===== config.mk =====
export PLATFORM = sky130hd
export DESIGN_NAME = bin2bcd_seq
export DESIGN_NICKNAME = d
export VERILOG_FILES = /design/src/rtl/bin2bcd_seq.sv
export SDC_FILE = /design/constraint.sdc
export NUM_CORES = 1
export LEC_CHECK = 0
export ABC_AREA = 0
export CAP_MARGIN = 20
export CORE_MARGIN = 2
export CORE_UTILIZATION = 40
export DETAILED_ROUTE_END_ITERATION = 10
export GPL_TIMING_DRIVEN = 0
export PLACE_DENSITY = 0.72
export SYNTH_ARGS = -nofsm -noshare
export SYNTH_HDL_FRONTEND = slang
export SYNTH_SLANG_ARGS = --single-unit

===== constraint.sdc =====
create_clock -name clk -period 1.45 [get_ports clk]
set_input_delay 0.2175 -clock clk [delete_from_list [all_inputs] [get_ports clk]]
set_output_delay 0.2175 -clock clk [all_outputs]
set_load 0.005 [all_outputs]

===== src/rtl/bin2bcd_seq.sv =====
// rtl/bin2bcd_seq.sv - iterative double-dabble binary-to-BCD converter with saturation
module bin2bcd_seq #(
    parameter int IN_W = 7,
    parameter int NDIG = 2
) (
    input  logic              clk,
    input  logic              reset_,
    input  logic              start,
    input  logic [IN_W-1:0]   bin_in,
    output logic              busy,
    output logic              done,
    output logic [4*NDIG-1:0] bcd_out,
    output logic              ovf
);

    localparam int SW = 4 * NDIG;
    localparam int CW = (IN_W > 1) ? $clog2(IN_W) : 1;
    localparam logic [SW-1:0] NINES = {NDIG{4'h9}};
    localparam logic [CW-1:0] LAST_CNT = CW'(IN_W - 1);

    typedef enum logic {
        IDLE = 1'b0,
        CONV = 1'b1
    } state_t;

    state_t          state;
    state_t          state_nxt;
    logic [SW-1:0]   scratch;
    logic [SW-1:0]   adj;
    logic [SW:0]     shifted;
    logic [IN_W-1:0] shift;
    logic [CW-1:0]   cnt;
    logic            sat;
    logic            sat_nxt;
    logic            last;

    // Add-3 correction on every scratch digit that would overflow a decimal digit when doubled.
    always_comb begin
        adj = scratch;
        for (int k = 0; k < NDIG; k++) begin
            if (scratch[4*k +: 4] >= 4'd5) begin
                adj[4*k +: 4] = scratch[4*k +: 4] + 4'd3;
            end
        end
    end

    // Bit SW of the shifted word is the carry out of the top digit; it is sticky via sat
    // because once the partial value reaches 10^NDIG it can never drop back below it.
    assign shifted = {adj, shift[IN_W-1]};
    assign sat_nxt = sat | shifted[SW];
    assign last    = (cnt == LAST_CNT);
    assign busy    = (state == CONV);

    // State register.
    always_ff @(posedge clk or negedge reset_) begin
        if (!reset_) begin
            state <= IDLE;
        end else begin
            state <= state_nxt;
        end
    end

    // Next-state decode: accept start only from IDLE, leave CONV after the IN_W-th shift.
    always_comb begin
        state_nxt = state;
        case (state)
            IDLE:    if (start) state_nxt = CONV;
            CONV:    if (last)  state_nxt = IDLE;
            default: state_nxt = IDLE;
        endcase
    end

    // Datapath: capture on accept, shift one bit per clock, load results on the final shift.
    always_ff @(posedge clk or negedge reset_) begin
        if (!reset_) begin
            scratch <= '0;
            shift   <= '0;
            cnt     <= '0;
            sat     <= 1'b0;
            done    <= 1'b0;
            bcd_out <= '0;
            ovf     <= 1'b0;
        end else begin
            done <= 1'b0;
            case (state)
                IDLE: begin
                    if (start) begin
                        shift   <= bin_in;
                        scratch <= '0;
                        cnt     <= '0;
                        sat     <= 1'b0;
                    end
                end
                CONV: begin
                    scratch <= shifted[SW-1:0];
                    shift   <= shift << 1;
                    cnt     <= cnt + 1'b1;
                    sat     <= sat_nxt;
                    if (last) begin
                        done    <= 1'b1;
                        ovf     <= sat_nxt;
                        bcd_out <= sat_nxt ? NINES : shifted[SW-1:0];
                    end
                end
                default: ;
            endcase
        end
    end

endmodule


==> results of run 1 <==
## through the flow
stage / cell area [um^2] / setup slack (ns) / hold WS, ns / instances / power (mW)
finish: 2007 / -0.07988 / 0.2470 / 223 / 4.356
global route: 2007 / -0.1202 / 0.2537 / 223 / 4.728
CTS: 1946 / -0.06383 / 0.2397 / 220 / 4.228
detailed placement: 1713 / -0.1731 / 0.4692 / 202 / 3.239
global placement: 1685 / -0.4076 / 0.4625 / 201 / 3.123
floorplan: 1438 / -0.03827 / -0.07809 / 136 / 2.612
## power by group through the flow
stage | sequential, mW | clock [mW] | combinational [mW]
floorplan | 1.46 | 0 | 1.15
finish | 1.51 | 0.498 | 2.35
global route | 1.54 | 0.565 | 2.62
global placement | 1.48 | 0 | 1.64
detailed placement | 1.51 | 0 | 1.73
CTS | 1.50 | 0.526 | 2.21
## layout make-up
type | count | area [um^2]
buffer | 5 | 25.02
sequential | 30 | 752.0
fill | 298 | 1356
multi-input combinational | 92 | 743.2
inverter | 8 | 30.03
timing repair buffer | 35 | 344.1
tap | 46 | 57.56
clock buffer | 7 | 55.05
## sequential cells by signal (all words and copies together), names as in the netlist
signal and cells:
scratch 8, done 1, busy 1, sat 1, cnt 3, shift 7, bcd_out 8, ovf 1
## cell families (layout without fill, tap and decap cells)
group,after synthesis,in the layout,share of synthesized area [%]
buf+inv,14,55,3.968
fa+ha+maj,6,6,5.291
flops,30,30,52.91
compound gates,36,36,16.93
xor+xnor,3,3,1.852
mux,9,9,6.438
simple gates,38,38,12.61
## cell usage in the layout, fill, tap and decap left out, types with 3 or more instances in the layout
master and instances:
ha_4 4, inv_2 4, dfrtp_1 29, inv_1 4
o22ai_1 4, buf_4 13, a21oi_1 4, nor3b_1 3
clkdlybuf4s50_1 15, nor2_1 8, dlymetal6s2s_1 3, nand2_1 17
a31oi_1 3, mux2i_1 7, o21ai_0 11, clkbuf_4 6
## metal layers
layer  track usage, %  up-vias  share of wire, %
li1                 -      556                 -
met1            19.57      529                43
met2            30.53       31                51
met3            4.821        5               4.4
met4            5.435        0              0.99
met5                0        -                 0
## worst paths after layout
path / to / slack, ns / cells past startpoint
max: bcd_out[2]$_DFFE_PN0P_ / -0.08 / 6
min: bcd_out[6]$_DFFE_PN0P_ / 0.25 / 1
max reg2reg: bcd_out[2]$_DFFE_PN0P_ / -0.08 / 6
min reg2reg: bcd_out[1]$_DFFE_PN0P_ / 0.48 / 2
max in group asynchronous: shift[5]$_DFFE_PN0P_ / 0.70 / 2
min in group clk: shift[1]$_DFFE_PN0P_ / 0.32 / 3
## repair_timing
| action | in CTS | in global routing |
|---|---|---|
| hold buffers | 0 | 0 |
| gates resized for setup | 20 | 9 |
| setup buffers | 11 | 4 |
| setup endpoints to repair | 16 | 26 |
| pin swaps | 8 | 2 |
==> out/metrics.csv, run 1 <==
metric,value,unit
status,"finished, violations left",
failing checks,negative setup slack,
row cnt,21,
WP buf/inv,1,
CP required,1.69,ns
switching share of total power,38.37,%
cell count after synthesis,136,
CTS root buf,clkbuf_4,
Worst R2R Start,scratch[0]$_DFFE_PN0P_,
DIE AREA,0.004039,mm^2
Slew Limit Fails,0,
Worst Skew,0.01069,ns
Setup crit start kind,flip-flop,
I/O Pins,21,
Residual DRC,0,
crit end category,flip-flop,
drt wl/cell,13.62,um
Max Clock Freq,0.6536,GHz
register area share after synthesis,52.91,%
Final TNS setup,-0.2449,ns
"Area growth, synth to finish",41.45,%
min cycle time layout,1.530,ns
crit share post-route,105.5,%
Slew headroom,61.83,%
"Reg clk slew, reported paths",0.09,ns
initial antenna violation count,0,
area fraction of the dominant cell type after synthesis,52.91,%
CP Cell Sequence,"inv_2, ha_4, nand2b_4, a21oi_4, mux2_4, o31ai_2",
post-DP HPWL,2108,um
Setup CP Type,flip-flop to flip-flop,
RSZ-0062 raised after global routing,yes,
Sink Count,30,
RD Place Congestion,0.7349,
Ant. Diodes,0,
layout cells sized above 1,27.68,%
Worst-Margin Slew,0.5708,ns
H-tree levels,2,
drt first-iter violations,44,
library cell with the largest summed area after synthesis,dfrtp_1,
Die H,63.56,um
"slowest stage cell, crit path",dfrtp_1,
average vias per placed instance,5.027,
final setup fails,9,
largest net degree at the start of global routing,21,
vias in the first global route,1162,
nets@finish,193,
Die X,63.56,um
Port Buffers,19,
Clock power frac,11.4,%
syn_nets,152,
Logic pwr share,54.0,%
crit-path max FO,3,
Psw,1.672,mW
hold crit path type,input port to asynchronous set/reset pin,
core area,0.003363,mm^2
first-pass GRT wire length,5299,um
total CTS buffers,5,
Int Pwr,2.685,mW
CTS tree,built,
"Core Util, Final",59.67,%
Leak,0.8922,nW
Area contributors post-synth,"dfrtp_1 (53%), mux2i_1 (5.6%), ha_1 (5.3%)",
CTS Buffer Depth,2,
power density over the cells,2171,mW/mm^2
via count,1121,
final hold violations,0,
Initial Utilization,42.19,%
"Largest stage delay, worst path",0.45,ns
ys flop type,dfrtp_1,
total gr overflow,0,
syn avg cell area,10.43,um^2
top-count cell post-synth,dfrtp_1,
mapped cell area,0.001419,mm^2
YS warnings,0,
worst vdd ir,0.0007844,V
drt pass-1 iters,3,
family with the most delay on the worst path,flip-flops,
Post-synth top cells,"dfrtp_1 (30), nand2_1 (17), o21ai_0 (11)",
Worst Setup SP,scratch[0]$_DFFE_PN0P_,
Max-Cap Viols,0,
gr usage total,17.08,%
Final WS setup,-0.07988,ns
clock insertion delay at the later pin of the skew report,0.33,ns
Worst Path Arrival,1.77,ns
number of synthesized flops with an enable pin,0,
Synth async-reset ratio,100.0,%
sequential power share,34.6,%
unique cell type count in the Yosys netlist,28,
Post-Route WL,3037,um
register bit total from synthesis,30,
DRT antenna net count,0,
(Power assumes the default switching activity.)
==> inputs of run 2 (changes only) <==
- CORE_MARGIN: 2 -> 8
- PLACE_DENSITY: 0.72 -> 0.7
- clock period: 1.45 -> 1.5 ns (I/O delays scaled with it)
==> out/metrics.csv, run 2 (synthesis gave the netlist of run 1 again) <==
metric,value,unit,change
Final TNS setup,-0.1479,ns,was -0.2449 ns
failing checks,negative setup slack,,unchanged
crit end category,flip-flop,,unchanged
crit-path max FO,3,,unchanged
worst vdd ir,0.0007945,V,was 0.0007844 V
Slew Limit Fails,0,,unchanged
"Largest stage delay, worst path",0.44,ns,was 0.45 ns
RD Place Congestion,0.8077,,was 0.7349
Worst-Margin Slew,0.7845,ns,was 0.5708 ns
average vias per placed instance,5.256,,was 5.027
vias in the first global route,1333,,"was 1,162"
final hold violations,0,,unchanged
final setup fails,5,,was 9
Max Clock Freq,0.6382,GHz,was 0.6536 GHz
power density over the cells,2199,mW/mm^2,was 2171 mW/mm^2
WP buf/inv,1,,unchanged
initial antenna violation count,0,,unchanged
Initial Utilization,42.19,%,unchanged
Worst Skew,0.01355,ns,was 0.01069 ns
status,"finished, violations left",,unchanged
largest net degree at the start of global routing,17,,was 21
clock insertion delay at the later pin of the skew report,0.34,ns,was 0.33 ns
"Reg clk slew, reported paths",0.10,ns,was 0.09 ns
most frequent cells in the layout,"dfrtp_1 (29), clkdlybuf4s50_1 (19), nand2_1 (17)",,"was dfrtp_1 (29), nand2_1 (17), clkdlybuf4s50_1 (15)"
hold crit path type,input port to asynchronous set/reset pin,,unchanged
drt wl/cell,16.42,um,was 13.62 um
Die H,75.56,um,was 63.56 um
final hold slack,0.3295,ns,was 0.2470 ns
min cycle time layout,1.567,ns,was 1.530 ns
Setup crit start kind,flip-flop,,unchanged
Final Non-Filler Cells,227,,was 223
nets@finish,196,,was 193
CTS root buf,clkbuf_4,,unchanged
core area,0.003363,mm^2,unchanged
crit share post-route,104.5,%,was 105.5%
post-DP HPWL,2407,um,was 2108 um
"Area growth, synth to finish",44.80,%,was 41.45%
DIE AREA,0.005709,mm^2,was 0.004039 mm^2
Residual DRC,0,,unchanged
Setup CP Type,flip-flop to flip-flop,,unchanged
total gr overflow,0,,unchanged
Ant. Diodes,0,,unchanged
I/O Pins,21,,unchanged
Leak,0.9008,nW,was 0.8922 nW
"commonest non-fill, non-tap cell in the layout",dfrtp_1,,unchanged
family with the most delay on the worst path,flip-flops,,unchanged
Slew headroom,47.54,%,was 61.83%
CTS tree,built,,unchanged
H-tree levels,2,,unchanged
cts hold-fix bufs,0,,unchanged
layout cells sized above 1,29.28,%,was 27.68%
"slowest stage cell, crit path",dfrtp_1,,unchanged
row cnt,21,,unchanged
Die X,75.56,um,was 63.56 um
Port Buffers,19,,unchanged
Power Total,4.517,mW,was 4.356 mW
Max-Cap Viols,0,,unchanged
Sink Count,30,,unchanged
CTS Buffer Depth,2,,unchanged
drt pass-1 iters,4,,was 3
CP required,1.76,ns,was 1.69 ns
first-pass GRT wire length,6030,um,was 5299 um
drt first-iter violations,41,,was 44
CP Cell Sequence,"inv_2, ha_4, nand2b_4, a21oi_4, mux2_4, o31ai_4",,"was inv_2, ha_4, nand2b_4, a21oi_4, mux2_4, o31ai_2"
via count,1193,,"was 1,121"
gr usage total,14.53,%,was 17.08%
Filler Cells Inserted,316,,was 298
DRT antenna net count,0,,unchanged
biggest regs,"bcd_out x8, scratch x8, shift x7",,unchanged
Worst Path Arrival,1.83,ns,was 1.77 ns
pre-CTS WS,-0.1559,ns,was -0.1731 ns
dpl cells,202,,unchanged
Final WS setup,-0.06699,ns,was -0.07988 ns
Post-Route WL,3728,um,was 3037 um
RSZ-0062 raised after global routing,yes,,unchanged
total CTS buffers,5,,unchanged
[run 2: timing repair]
| item | in CTS | in global routing |
|---|---|---|
| endpoints found under the setup margin | 15 | 13 |
| hold endpoints to repair | 0 | 0 |
| resized for setup | 19 | 10 |
| pin swaps | 7 | 5 |
| setup buffers | 11 | 7 |
[run 2: final cells by class]
type                            instances  area (um^2)  area share [%]
Sequential cell                        30        752.0           36.60
Multi-Input combinational cell         92        750.7           36.54
Timing Repair Buffer                   38        360.3           17.54
Clock buffer                            8        78.83           3.837
Tap cell                               46        57.56           2.801
Inverter                                8        30.03           1.462
Buffer                                  5        25.02           1.218
[run 2: through the flow]
step | area [um^2] | util (%)
2_1_floorplan | 1426 | -
3_3_place_gp | 1674 | 49.78
3_5_place_dp | 1702 | 50.60
4_1_cts | 1954 | 58.11
5_1_grt | 2054 | 61.09
6_report | 2054 | 61.09
[run 2: worst paths after layout]
kind / end / startpoint / cells past startpoint / slack [ns]
min in group clk: shift[3]$_DFFE_PN0P_ / start / 3 / 0.33
max in group asynchronous: scratch[4]$_DFFE_PN0P_ / reset_ / 2 / 0.62
min reg2reg: ovf$_DFFE_PN0P_ / ovf$_DFFE_PN0P_ / 2 / 0.49
min: scratch[2]$_DFFE_PN0P_ / reset_ / 1 / 0.33
max reg2reg: bcd_out[2]$_DFFE_PN0P_ / scratch[0]$_DFFE_PN0P_ / 6 / -0.07
max: bcd_out[2]$_DFFE_PN0P_ / scratch[0]$_DFFE_PN0P_ / 6 / -0.07
[run 2: layer usage]
metal,up-vias,global-route usage (%),share of wire (%)
li1,558,-,-
met1,592,14.59,40
met2,33,26.27,53
met3,10,4.737,5.0
met4,0,7.249,1.9
met5,-,0,0
[run 2: where the power goes]
group          switching (mW)  internal, mW  total, mW
clock                   0.282         0.320      0.602
combinational            1.16          1.28       2.45
sequential              0.316          1.15       1.47
==> inputs of run 3 (changes only) <==
- ABC_AREA: 0 -> default
- GPL_TIMING_DRIVEN: 0 -> default
==> out/metrics.csv, run 3 (synthesis gave the netlist of run 1 again) <==
metric,value,unit,change
status,"finished, violations left",,unchanged
failing checks,negative setup slack,,unchanged
H-tree levels,2,,unchanged
crit end category,flip-flop,,unchanged
biggest regs,"bcd_out x8, scratch x8, shift x7",,unchanged
CP Cell Sequence,"ha_4, nand2b_4, nor3b_4, a211o_1, o31ai_2",,"was inv_2, ha_4, nand2b_4, a21oi_4, mux2_4, o31ai_4"
drt first-iter violations,59,,was 41
Slew Limit Fails,0,,unchanged
Post-Route WL,3160,um,was 3728 um
"Largest stage delay, worst path",0.45,ns,was 0.44 ns
CTS root buf,clkbuf_4,,unchanged
largest net degree at the start of global routing,31,,was 17
RD Place Congestion,0.7988,,was 0.8077
FF-to-FF setup slack,-0.03,ns,was -0.07 ns
DRT antenna net count,0,,unchanged
FF-to-FF path depth,5,,was 6
Ant. Diodes,0,,unchanged
final setup fails,1,,was 5
endpoint of the worst register-to-register path,bcd_out[1]$_DFFE_PN0P_,,was bcd_out[2]$_DFFE_PN0P_
DIE AREA,0.005709,mm^2,unchanged
via count,1130,,"was 1,193"
family with the most delay on the worst path,compound AO/OA/AOI/OAI gates,,was flip-flops
clock insertion delay at the later pin of the skew report,0.33,ns,was 0.34 ns
post-DP HPWL,2252,um,was 2407 um
"Reg clk slew, reported paths",0.09,ns,was 0.10 ns
Leak,0.8756,nW,was 0.9008 nW
cts hold-fix bufs,0,,unchanged
CP required,1.74,ns,was 1.76 ns
dpl cells,211,,was 202
Port Buffers,20,,was 19
Worst Path Arrival,1.77,ns,was 1.83 ns
Worst-Margin Slew,0.3822,ns,was 0.7845 ns
critical path depth in cells,5,,was 6
layout cells sized above 1,28.81,%,was 29.28%
Die X,75.56,um,unchanged
WP buf/inv,0,,was 1
Initial Utilization,42.19,%,unchanged
most frequent cells in the layout,"dfrtp_1 (28), clkdlybuf4s50_1 (19), buf_4 (18)",,"was dfrtp_1 (29), clkdlybuf4s50_1 (19), nand2_1 (17)"
Max-Cap Viols,0,,unchanged
RSZ-0062 raised after global routing,yes,,unchanged
crit share post-route,101.9,%,was 104.5%
core area,0.003363,mm^2,unchanged
row cnt,21,,unchanged
initial antenna violation count,0,,unchanged
average vias per placed instance,5.067,,was 5.256
min cycle time layout,1.529,ns,was 1.567 ns
CTS Buffer Depth,2,,unchanged
gr usage total,12.29,%,was 14.53%
final hold violations,0,,unchanged
Setup CP Type,flip-flop to flip-flop,,unchanged
Residual DRC,0,,unchanged
power density over the cells,2142,mW/mm^2,was 2199 mW/mm^2
nets@finish,192,,was 196
Worst Skew,0.007174,ns,was 0.01355 ns
total CTS buffers,5,,unchanged
crit-path max FO,4,,was 3
"slowest stage cell, crit path",dfrtp_2,,was dfrtp_1
Setup crit start kind,flip-flop,,unchanged
Worst R2R Start,scratch[4]$_DFFE_PN0P_,,was scratch[0]$_DFFE_PN0P_
"commonest non-fill, non-tap cell in the layout",dfrtp_1,,unchanged
I/O Pins,21,,unchanged
worst vdd ir,0.0008046,V,was 0.0007945 V
drt pass-1 iters,4,,unchanged
Power Total,4.270,mW,was 4.517 mW
Sink Count,30,,unchanged
hold crit path type,input port to asynchronous set/reset pin,,unchanged
Max Clock Freq,0.6541,GHz,was 0.6382 GHz
Die H,75.56,um,unchanged
CTS tree,built,,unchanged
Slew headroom,74.52,%,was 47.54%
first-pass GRT wire length,5264,um,was 6030 um
total gr overflow,0,,unchanged
vias in the first global route,1196,,"was 1,333"
"Area growth, synth to finish",40.48,%,was 44.80%
drt wl/cell,14.17,um,was 16.42 um
Final WS setup,-0.02889,ns,was -0.06699 ns
Final Non-Filler Cells,223,,was 227
==> run 3: timing repair <==
| action | CTS | global route |
|---|---|---|
| endpoints found under the hold margin | 0 | 0 |
| pin swaps | 7 | 4 |
| setup buffers | 2 | 2 |
| endpoints found under the setup margin | 13 | 9 |
| gates resized for setup | 17 | 9 |
==> run 3: layer usage <==
metal | wire, um | vias up | GRT usage, % | part of all wire, %
met5 | 0 | - | 0 | 0
met4 | 65 | 0 | 5.330 | 2.1
met3 | 235 | 7 | 4.868 | 7.4
met2 | 1525 | 31 | 21.28 | 48
met1 | 1334 | 543 | 12.88 | 42
li1 | - | 549 | - | -
==> run 3: cell type report <==
class                   instances  area, um^2
well taps                      46       57.56
clock buffers                   8       78.83
flip-flops and latches         30       753.2
fillers                       309        1370
inverters                       8       30.03
repair buffers                 39       345.3
multi-input cells              92       728.2
==> run 3: worst max path at each step <==
stage,from,end
after floorplan,scratch[4]$_DFFE_PN0P_,bcd_out[2]$_DFFE_PN0P_
after global placement,scratch[4]$_DFFE_PN0P_,bcd_out[7]$_DFFE_PN0P_
after detailed placement,scratch[4]$_DFFE_PN0P_,bcd_out[7]$_DFFE_PN0P_
after CTS,scratch[1]$_DFFE_PN0P_,bcd_out[2]$_DFFE_PN0P_
after global routing,scratch[5]$_DFFE_PN0P_,bcd_out[1]$_DFFE_PN0P_
final,scratch[4]$_DFFE_PN0P_,bcd_out[1]$_DFFE_PN0P_
==> run 3: through the flow <==
stage / setup slack (ns) / area [um^2] / setup TNS, ns / hold slack (ns) / utilization [%]
detailed placement: -0.09177 / 1770 / -0.5865 / 0.4719 / 52.64
global route: -0.09324 / 1993 / -0.1726 / 0.3149 / 59.26
CTS: -0.04615 / 1922 / -0.04615 / 0.2927 / 57.14
finish: -0.02889 / 1993 / -0.02889 / 0.2769 / 59.26
floorplan: -0.003537 / 1426 / -0.003537 / -0.07059 / -
global placement: -0.03833 / 1770 / -0.2082 / 0.4651 / 52.64
==> run 3: report_power, final <==
| group | internal [mW] | total [mW] | switching, mW |
|---|---|---|---|
| Combinational | 1.18 | 2.20 | 1.02 |
| Sequential | 1.15 | 1.47 | 0.321 |
| Clock | 0.320 | 0.596 | 0.276 |
